===== src/rtl/bus_transfer_arbiter.sv =====
// Shared-bus transfer arbiter: grants one requester at a time and sequences reg_out/reg_in through SETUP, WRITE, DONE.
// Define BUS_ARB_FIXED_PRI_EN for lowest-index-wins priority; the default build is round-robin.
module bus_transfer_arbiter #(
  parameter int unsigned NREQ = 4,
  parameter int unsigned NREG = 16,
  parameter int unsigned IDXW = 4
) (
  input  logic                 clock,
  input  logic                 clear_n,
  input  logic [NREQ-1:0]      req,
  input  logic [NREQ*IDXW-1:0] src_idx,
  input  logic [NREQ*IDXW-1:0] dst_idx,
  output logic [NREQ-1:0]      gnt,
  output logic [NREQ-1:0]      done,
  output logic                 err,
  output logic [NREG-1:0]      reg_out,
  output logic [NREG-1:0]      reg_in,
  output logic                 busy
);

  localparam int unsigned WW = (NREQ > 1) ? $clog2(NREQ) : 1;

  typedef enum logic [1:0] {
    S_IDLE,
    S_SETUP,
    S_WRITE,
    S_DONE
  } state_t;

  state_t          r_state;
  state_t          w_state_nxt;

  logic [WW-1:0]   r_win;
  logic [IDXW-1:0] r_src;
  logic [IDXW-1:0] r_dst;
  logic            r_bad;

  logic [WW-1:0]   w_win;
  logic [WW-1:0]   w_j;
  logic            w_found;
  logic [IDXW-1:0] w_src;
  logic [IDXW-1:0] w_dst;
  logic            w_bad;

  logic [IDXW-1:0] w_src_arr [NREQ];
  logic [IDXW-1:0] w_dst_arr [NREQ];

  logic [NREQ-1:0] r_gnt,  w_gnt_nxt;
  logic [NREQ-1:0] r_done, w_done_nxt;
  logic            r_err,  w_err_nxt;
  logic [NREG-1:0] r_ro,   w_ro_nxt;
  logic [NREG-1:0] r_ri,   w_ri_nxt;
  logic            r_busy, w_busy_nxt;

  function automatic logic [NREQ-1:0] req_onehot(input logic [WW-1:0] idx);
    return NREQ'(1) << idx;
  endfunction

  function automatic logic [NREG-1:0] reg_onehot(input logic [IDXW-1:0] idx);
    return NREG'(1) << idx;
  endfunction

  // Unpack the per-requester index fields so the winner can select them directly
  for (genvar g = 0; g < NREQ; g++) begin : g_unpack
    assign w_src_arr[g] = src_idx[g*IDXW +: IDXW];
    assign w_dst_arr[g] = dst_idx[g*IDXW +: IDXW];
  end

`ifdef BUS_ARB_FIXED_PRI_EN
  // Lowest-index requester wins
  always_comb begin
    w_win   = '0;
    w_found = 1'b0;
    w_j     = '0;
    for (int unsigned k = 0; k < NREQ; k++) begin
      w_j = WW'(k);
      if (!w_found && req[w_j]) begin
        w_win   = w_j;
        w_found = 1'b1;
      end
    end
  end
`else
  logic [WW-1:0] r_ptr;

  // Round-robin search starting at r_ptr, wrapping past NREQ-1
  always_comb begin
    w_win   = '0;
    w_found = 1'b0;
    w_j     = '0;
    for (int unsigned k = 0; k < NREQ; k++) begin
      w_j = WW'((32'(r_ptr) + k) % NREQ);
      if (!w_found && req[w_j]) begin
        w_win   = w_j;
        w_found = 1'b1;
      end
    end
  end

  always_ff @(posedge clock or negedge clear_n) begin
    if (!clear_n) begin
      r_ptr <= '0;
    end else if (r_state == S_IDLE && w_found) begin
      r_ptr <= WW'((32'(w_win) + 32'd1) % NREQ);
    end
  end
`endif

  assign w_src = w_src_arr[w_win];
  assign w_dst = w_dst_arr[w_win];
  assign w_bad = (32'(w_src) >= NREG) || (32'(w_dst) >= NREG);

  // State register
  always_ff @(posedge clock or negedge clear_n) begin
    if (!clear_n) begin
      r_state <= S_IDLE;
    end else begin
      r_state <= w_state_nxt;
    end
  end

  // Next state and next-cycle outputs, decoded from the state being entered
  always_comb begin
    w_state_nxt = r_state;
    w_gnt_nxt   = '0;
    w_done_nxt  = '0;
    w_err_nxt   = 1'b0;
    w_ro_nxt    = '0;
    w_ri_nxt    = '0;
    case (r_state)
      S_IDLE: begin
        if (w_found) begin
          w_state_nxt = S_SETUP;
          w_gnt_nxt   = req_onehot(w_win);
          if (!w_bad) begin
            w_ro_nxt = reg_onehot(w_src);
          end
        end
      end
      S_SETUP: begin
        w_state_nxt = S_WRITE;
        w_gnt_nxt   = req_onehot(r_win);
        if (!r_bad) begin
          w_ro_nxt = reg_onehot(r_src);
          w_ri_nxt = reg_onehot(r_dst);
        end
      end
      S_WRITE: begin
        w_state_nxt = S_DONE;
        w_done_nxt  = req_onehot(r_win);
        w_err_nxt   = r_bad;
      end
      S_DONE: begin
        w_state_nxt = S_IDLE;
      end
      default: begin
        w_state_nxt = S_IDLE;
      end
    endcase
    w_busy_nxt = (w_state_nxt != S_IDLE);
  end

  // Winner and indices are captured once, on the grant edge
  always_ff @(posedge clock or negedge clear_n) begin
    if (!clear_n) begin
      r_win <= '0;
      r_src <= '0;
      r_dst <= '0;
      r_bad <= 1'b0;
    end else if (r_state == S_IDLE && w_found) begin
      r_win <= w_win;
      r_src <= w_src;
      r_dst <= w_dst;
      r_bad <= w_bad;
    end
  end

  always_ff @(posedge clock or negedge clear_n) begin
    if (!clear_n) begin
      r_gnt  <= '0;
      r_done <= '0;
      r_err  <= 1'b0;
      r_ro   <= '0;
      r_ri   <= '0;
      r_busy <= 1'b0;
    end else begin
      r_gnt  <= w_gnt_nxt;
      r_done <= w_done_nxt;
      r_err  <= w_err_nxt;
      r_ro   <= w_ro_nxt;
      r_ri   <= w_ri_nxt;
      r_busy <= w_busy_nxt;
    end
  end

  assign gnt     = r_gnt;
  assign done    = r_done;
  assign err     = r_err;
  assign reg_out = r_ro;
  assign reg_in  = r_ri;
  assign busy    = r_busy;

endmodule


===== config.mk =====
export PLATFORM = sky130hd
export DESIGN_NAME = bus_transfer_arbiter
export DESIGN_NICKNAME = d
export VERILOG_FILES = /design/src/rtl/bus_transfer_arbiter.sv
export SDC_FILE = /design/constraint.sdc
export NUM_CORES = 1
export LEC_CHECK = 0
export CAP_MARGIN = 20
export CORE_AREA = 4 4 80 82
export CTS_CLUSTER_SIZE = 30
export DETAILED_ROUTE_END_ITERATION = 10
export DIE_AREA = 0 0 84 86
export PLACE_DENSITY = 0.75
export SLEW_MARGIN = 30
export SYNTH_ARGS = -nofsm -noshare
export SYNTH_HDL_FRONTEND = slang
export SYNTH_SLANG_ARGS = --single-unit

===== constraint.sdc =====
create_clock -name clock -period 2.2 [get_ports clock]
set_input_delay 0.44 -clock clock [delete_from_list [all_inputs] [get_ports clock]]
set_output_delay 0.44 -clock clock [all_outputs]
set_load 0.05 [all_outputs]

# Yosys cells after proc, flatten, opt, wreduce, memory -nomap -nowiden
# Index checks and enable logic that the tools add are counted.
[totals]
register_bits = 55
latchBits = 0
mem_bits_rw = 0
romBits = 0
in_bits = 38
elab_cells = 67
memories = 0
[op_classes]
add_sub_neg = 4
n_mul = 0
n_div = 0
n_lt_le_gt_ge = 5
eq_ne = 3
n_shift = 5
n_mux = 30
bitwise_logic = 1
reduce_logical = 9
[op_table]
columns = ["cell", "n"]
rows = [
  ["$shl A1 B4 Y16 const A", 3],
  ["$mux W16", 2],
  ["$pmux W16 S2", 1],
  ["$mux W4", 6],
  ["$bmux W4 S2", 2],
  ["$lt A2 B3 Y1 const B", 4],
  ["$mux W2", 5],
  ["$bmux W1 S2", 4],
  ["$mux W1", 8],
  ["$pmux W2 S4", 1],
  ["$pmux W4 S2", 1],
  ["$shl A1 B2 Y4 const A", 2],
  ["$add A2 B1 Y2 const B", 2],
  ["$add A2 B2 Y2 const B", 2],
  ["$eq A2 B2 Y1 const B", 2],
  ["$logic_and A1 B1 Y1", 4],
  ["$ge A3 B3 Y1 const B", 1],
  ["$logic_not A1 Y1", 3],
  ["$not A2 Y3", 1],
  ["$eq A2 B1 Y1 const B", 1],
  ["$logic_not A2 Y1", 1],
  ["$reduce_bool A2 Y1", 1],
]

# Depth between registers and ports, before layout
[depth]
ltp_word = 19
ltp_mapped = 7
ltp_nobuf = 7

# Least setup slack after synthesis
# No wires, ideal clock.
[synth_path]
path_kind = "register to register"
from = "register r_ptr[1]"
to = "register r_ro[0] (netlist: reg_out[0])"
setup_time_ns = 0.122
arrival_ns = 1.848
required_time_ns = 2.078
path_slack_ns = 0.230
path_stages_with_launch = 7
path_cell_list = "dfrtp_1 -> and2_4 -> and2_1 -> nor3_4 -> buf_4 -> mux2_2 -> a32o_1"
[synth_via]
elab_chain_len = 19
elab_cells_between_ends = 32
[synth_lines]
columns = ["element", "line_no", "text"]
rows = [
  ["from (decl)", "84", "logic [WW-1:0] r_ptr;"],
  ["from (signal assigned)", "104", "r_ptr <= WW'((32'(w_win) + 32'd1) % NREQ);"],
  ["parallel branches: the longest is 11 deep, another holds $add A2 B1 Y2", "-", ""],
  ["$mux W2 *", "93", "if (!w_found && req[w_j]) begin"],
  ["net w_win[0]", "38", "logic [WW-1:0] w_win;"],
  ["$not A2 Y3 (not written as such) *", "109", "assign w_src = w_src_arr[w_win];"],
  ["$bmux W4 S2 *", "109", ""],
  ["$mux W4 (not written as such) * (2 in a row)", "109", ""],
  ["$shl A1 B4 Y16 *", "60", "return NREG'(1) << idx;"],
  ["$mux W16 *", "132", "if (w_found) begin"],
  ["$pmux W16 S2 *", "130", "case (r_state)"],
  ["net w_ro_nxt[0]", "51", "logic [NREG-1:0] r_ro, w_ro_nxt;"],
  ["to (signal assigned)", "190", "r_ro <= w_ro_nxt;"],
  ["to (decl)", "51", ""],
]
# Mark *: on every way through the listed nets, which the timed path passes. The select of a mux whose other input is x is not followed.
# A chain may end at the register's enable or synchronous reset.

# Worst setup path after layout
[layout_path]
from = "register r_ptr[1]"
to = "register r_ro[15] (netlist: reg_out[15])"
[layout_via]
elab_chain_len = 19
elab_cells_between_ends = 32
[layout_lines]
columns = ["element", "line_no"]
rows = [
  ["parallel branches: the longest is 17 deep, another holds $add A2 B1 Y2", "-"],
  ["$mux W16 *", "132"],
  ["$pmux W16 S2 *", "130"],
  ["net w_ro_nxt[15]", "51"],
]
# Marks and branches as above.

==> flow_summary.yaml <==
synthesis:
  ys_seq_area_share_pct: 53.3
  async_flop_share_pct: 100
  synth_cell_types: 41
  avgSynthCellArea_um2: 11.3
  synth-main-ff-cell: "dfrtp_1"
  syn_nets: 275
  ys_ff_latch: 55
  synthCells: 229
  synth_edf_count: 0
  synth.cell_area_mm2: 0.00258
  synth_warnings: 0
place:
  place_congestion: 0.834
  dp_slack_ps: -358
  dp.cells: 391
  portBuffers: 78
  dpl.hpwl_um: 4480
global_routing:
  overflow: 0
  antenna_found_initial: 0
  grt_pass1_wl_um: 9310
  grt_pass1_vias: 1999
  grt_max_degree: 27
  track_usage_pct: 15.9
critical_path:
  critical_path.endpoint_type: "register"
  cp-startpoint: "r_ptr[1]$_DFFE_PN0P_"
  r2r_setup_slack_ps: 150
  crit_end: "reg_out[15]$_DFF_PN0_"
  worstPathArrival_ps: 2250
  cp.required_ps: 2400
  crit_type: "reg2reg"
  critical_path.max_fanout: 6
  r2r_start: "r_ptr[1]$_DFFE_PN0P_"
  r2r_end: "reg_out[15]$_DFF_PN0_"
  r2r_cells: 8
  start_kind: "register"
job:
  cap_violations: 0
clock_network:
  clk_latency_ps: 300
  clock_path_buffers: 2
  hold_buffers: 0
  cts_buffers: 5
  cts_root_buf: "clkbuf_8"
  tritoncts: "built"
  cts.clk_slew.worst_paths_ps: 100
  htreeDepth: 2
  cts.sinks: 55
pwr:
  p_leak_nw: 1.68
  ir_worst_vdd_mv: 0.661
  p_per_area_mw_per_mm2: 1170
layout:
  num_antenna_cells: 0
  stdcell_count: 403
  layout.nets: 373
  area_growth_pct: 45.6
  fillers: 460
  final_layout_size_suffix_gt1_share_pct: 17.4
routing:
  first_iter_violations: 100
  routed_wl_um: 5760
  routedWlPerCell_um: 14.3
  ant_nets: 0
  drcViolationCount: 0
  dr.pass1.iters: 4
  vias: 2093
  routed_via_density: 5.19
floorplan:
  rows: 28
  die_w_um: 84
  core-area_mm2: 0.00575
  initial_utilization_pct: 45.0
  die-area_mm2: 0.00722
  fp.dieH_um: 86
  ios: 80
timing:
  min_period_ps: 2050
  setup_viol: 0
  slew_viol_final: 0
  worst_slew_pin_slew_ps: 515
  hold_viol_final: 0
  fin_ws_ps: 149
  fin_crit_sh_pct: 93.2
  maxSlewHeadroom_pct: 65.6
  fmax_mhz: 488
  rsz0062_at_grt: "false"
  finClkSkew_ps: 9.27
  setup_tns_ps: 0
hold_path:
  min_path_type: "in2async"
status:
  outcome: "finished clean"
## state kept, by name (all words and copies together), names as in the netlist
name	flops
r_win	2
done	4
r_dst	4
busy	1
r_state	2
reg_in	16
r_ptr	2
r_src	4
reg_out	16
gnt	4
## worst min-delay path by stage
stage | from | end | slack (ps) | cells past startpoint
2_1_floorplan | clear_n | busy$_DFF_PN0_ | 140 | 0
3_3_place_gp | clear_n | reg_in[1]$_DFF_PN0_ | 400 | 1
3_5_place_dp | clear_n | reg_in[1]$_DFF_PN0_ | 400 | 1
4_1_cts | clear_n | reg_in[9]$_DFF_PN0_ | 80 | 1
5_1_grt | clear_n | reg_in[3]$_DFF_PN0_ | 90 | 1
6_report | clear_n | reg_in[9]$_DFF_PN0_ | 70 | 1
## what timing repair did
item	4_1_cts	5_1_grt
buffers inserted	0	4
gates resized for setup	5	13
setup endpoints to repair	5	19
cloned	0	0
pin swaps	1	7
## routing by layer
metal,vias to the layer above,part of all wire [%],global-route usage [%]
met3,4,5.1,3.55
li1,1021,-,-
met2,63,53,29.2
met4,0,0.50,3.07
met1,1005,41,19.4
met5,-,0,0
## metrics by stage
stage	power, mW	area [um^2]	hold WS [ps]	util [%]
4_1_cts	4.35	3680	77.5	64.0
3_3_place_gp	3.70	3570	399	62.1
3_5_place_dp	3.75	3570	404	62.1
2_1_floorplan	2.98	2580	144	-
5_1_grt	4.68	3760	86.5	65.5
6_report	4.38	3760	73.7	65.5
## synth_stat cells (all sizes together), types with 3 or more instances
master / n / area [um^2]
a32o: 6 / 60.1
and2: 3 / 21.3
and3: 3 / 18.8
buf: 3 / 22.5
clkbuf: 6 / 22.5
dfrtp: 55 / 1380
ha: 8 / 100
inv: 10 / 37.5
mux2: 6 / 67.6
mux2i: 15 / 158
nand2: 20 / 75.1
nand2b: 7 / 43.8
nand3: 11 / 55.1
nor2: 12 / 61.3
nor3: 9 / 56.3
nor4: 3 / 18.8
o211ai: 3 / 22.5
o21ai: 15 / 75.1
o32ai: 12 / 105
## layout by cell type (no fill, tap or decap), types with 2 or more instances in the layout
cell             count
or2_2                2
nand2_1             20
a32o_1               6
mux2i_2              2
buf_12               2
nor2_1              11
nand3_2              2
nor4_1               3
dfrtp_1             54
a21oi_1              2
clkdlybuf4s50_1     73
o211ai_1             3
o21ai_0             13
buf_4               19
and4_1               2
o32ai_1             11
nand3b_1             2
nor3_1               8
nor2b_1              2
ha_1                 8
and3_1               3
clkbuf_8             6
nand2b_1             6
nand3_1              9
mux2i_1             13
mux2_2               5
and2_4               2
inv_1                9
dlymetal6s2s_1       4
## cell type report
cell class	instances	area [um^2]	area share (%)
clock buffer	7	86.3	2.29
sequential	55	1380	36.6
timing repair buffer	100	980	26.0
multi-input combinational	155	1180	31.3
clock inverter	1	8.76	0.233
inverter	10	37.5	0.998
tap	75	93.8	2.49
## report_power, final
group | leakage, nW | switching [mW] | total (mW) | internal (mW)
clock network | 0.0484 | 0.305 | 0.563 | 0.258
registers | 0.732 | 0.218 | 1.49 | 1.27
logic | 0.894 | 1.38 | 2.33 | 0.948
total | 1.68 | 1.91 | 4.38 | 2.48
## logic make-up after synthesis
kind of cell | after synthesis | share of synthesized area (%)
and+or+nand+nor | 78 | 16.4
DFF | 55 | 53.3
other | 1 | 0.145
buffers and inverters | 19 | 3.20
adders and majority gates | 8 | 3.87
muxes | 21 | 8.72
AOI/OAI and AO/OA | 47 | 14.4
## worst max-delay path: stages, from the launching register on
cell and delay, ps:
dfrtp_2 430, mux2i_1 190, nor2_1 80, nor3_4 250, buf_6 140, inv_2 60, a211oi_4 240, o211ai_1 220
o32ai_1 330
(Power assumes the default switching activity.)
==> edit: new RTL, config.mk and constraints unchanged <==
Re-encode `state_t` (4 states) as Gray code, 2 bits wide.
--- a/src/rtl/bus_transfer_arbiter.sv
+++ b/src/rtl/bus_transfer_arbiter.sv
@@ -22,8 +22,8 @@
 
   typedef enum logic [1:0] {
-    S_IDLE,
-    S_SETUP,
-    S_WRITE,
-    S_DONE
+    S_IDLE  = 2'b00,
+    S_SETUP = 2'b01,
+    S_WRITE = 2'b11,
+    S_DONE  = 2'b10
   } state_t;
 
Formal check against the unedited RTL: no difference found for any inputs over 4 cycles, from zero or initial values; so few cycles prove little.
==> edit against the unedited design <==
Wire length up 3.2%; utilization down 0.28 points; sequential cell count unchanged; area after synthesis down 2.3%; worst setup slack worse by 120 ps; design area down 0.43%; first-iteration DRC count down 28%; power up 5.6%; count of clock-buffer cells in the layout down 1.
==> edit: results (changes against the unedited design) <==
.. list-table::
   :header-rows: 1

   * - Metric
     - Value
   * - Run status
     - finished, final reports clean
   * - Fill cell instance count of the final layout
     - 478 (+3.9%)
   * - Number of buffers inserted by port buffering
     - 78 (unchanged)
   * - Pre-CTS worst setup slack
     - -298 ps (+59.8 ps)
   * - Largest net degree at the start of global routing
     - 31 (+15%)
   * - GRT Resource Usage Total
     - 0.157 (-0.00222)
   * - Library cell used as clock root buffer
     - clkbuf_8
   * - Post-Route WL
     - 5940 µm (+3.2%)
   * - Number of design-rule violations left by the first detailed-router iteration
     - 72 (-28%)
   * - Area contributors post-synth
     - dfrtp_1, mux2i_1, nand2_1, a32o_1, nor2_1
   * - Worst Tran Pin Value
     - 550 ps (+35.3 ps)
   * - Number of antenna violations at the first check in global routing
     - 0 (unchanged)
   * - WP data arrival
     - 2350 ps (+100 ps)
   * - Ant. Diodes
     - 0 (unchanged)
   * - Clock Latency Late Sink
     - 300 ps (about the same)
   * - Seq/Total Area, Yosys
     - 0.545 (+0.0124)
   * - Worst-path fanout max
     - 5 (-1)
   * - CTS buffer count
     - 5 (unchanged)
   * - Post-Layout Cell Count
     - 396 (-1.7%)
   * - TNS Setup
     - 0 ps (unchanged)
   * - DR pass1 iterations
     - 4 (unchanged)
   * - Share of cells above drive strength 1
     - 0.159 (-0.0149)
   * - Maximum vdd ir drop
     - 0.567 mV (-14%)
   * - Clock tree skew after final layout
     - 6.73 ps (-2.54 ps)
   * - Final weighted congestion in routability-driven placement
     - 0.823 (-1.3%)
   * - Nets in the synthesized netlist
     - 271 (-1.5%)
   * - First-pass GRT wire length
     - 9070 µm (-2.5%)
   * - Share of async-settable or async-resettable flops after synthesis
     - 1.00 (unchanged)
   * - Number of warnings printed during yosys synthesis
     - 0 (unchanged)
   * - Hold crit path type
     - input port to asynchronous set/reset pin
   * - Placement Cell Area
     - 3470 µm² (-2.6%)
   * - Bufs on Longest Clock Path
     - 2 (unchanged)
   * - Leading cell types by count after synthesis
     - dfrtp_1, nand2_1, nor2_1, mux2i_1, o21ai_0
   * - Total half-perimeter wirelength after legalization and detailed placement
     - 4390 µm (-2.0%)
   * - Total placed cells including tap cells
     - 387 (-1.0%)
   * - Count of flip-flops with a built-in enable after synthesis
     - 0 (unchanged)
   * - Commonest register cell after synthesis
     - dfrtp_1
   * - Number of nets in the layout
     - 362 (-2.9%)
   * - Avg Cell Area, Syn
     - 11.0 µm² (-2.3%)
   * - Clock-pin transition on the worst setup and hold timing paths
     - 90 ps
   * - H-tree level count
     - 2 (unchanged)
   * - Netlist cell types
     - 38 (-7.3%)
   * - Routed vias/inst
     - 5.24 (+0.84%)
   * - Static leakage power
     - 1.64 nW (-2.2%)
   * - Via count of the first global-routing pass
     - 1970 (-1.5%)
   * - Leading cell type by number of instances after synthesis
     - dfrtp_1
-- edit: routing by layer --
metal	GRT usage	vias up	wire, µm
met5	0	-	0
met4	0.0512	0	82
met3	0.0355	7	258
met2	0.289	52	3190
met1	0.181	1010	2410
li1	-	1005	-
-- edit: path summary, 6_finish.rpt --
path / startpoint / end / slack, ps / depth (start not counted)
hold reg to reg: r_state[0] / r_state[1] / 490 / 0
min in group clock: r_state[0] / r_state[1] / 490 / 0
hold / removal: clear_n / reg_out[12] / 120 / 1
max in group asynchronous: clear_n / r_dst[0] / 1540 / 2
setup reg to reg: r_ptr[1] / reg_out[4] / 160 / 7
setup / recovery: req[2] / reg_out[4] / 30 / 7
-- edit: worst max-delay path, cell delays in order --
cell and delay, ps:
clkdlybuf4s50_1 550, nand2b_1 110, o211ai_1 260, nand3_1 170
and4_1 250, o211ai_1 440, o32ai_1 140
-- edit: area by class of cell --
| class | count | area [µm²] | share of cell area |
|---|---|---|---|
| clock inverters | 2 | 60.1 | 0.0160 |
| inverters | 5 | 18.8 | 0.00501 |
| multi-input cells | 158 | 1200 | 0.320 |
| repair buffers | 95 | 926 | 0.247 |
| flip-flops and latches | 55 | 1380 | 0.367 |
| well taps | 75 | 93.8 | 0.0251 |
| clock buffers | 6 | 72.6 | 0.0194 |
-- edit: what timing repair did --
item,CTS,global route
setup endpoints to repair,0,17
gates resized for setup,0,26
setup buffers,0,1
-- edit: kinds of logic after synthesis --
logic type	synth area share
fa+ha+maj	0.0198
buf+inv	0.0282
mux	0.0892
other cells	0.00149
compound gates	0.142
flops	0.545
simple gates	0.174
-- edit: report_power, final --
part | total (mW) | switching [mW] | internal, mW
Sequential | 1.51 | 0.232 | 1.27
Clock | 0.758 | 0.303 | 0.454
Combinational | 2.37 | 1.42 | 0.952
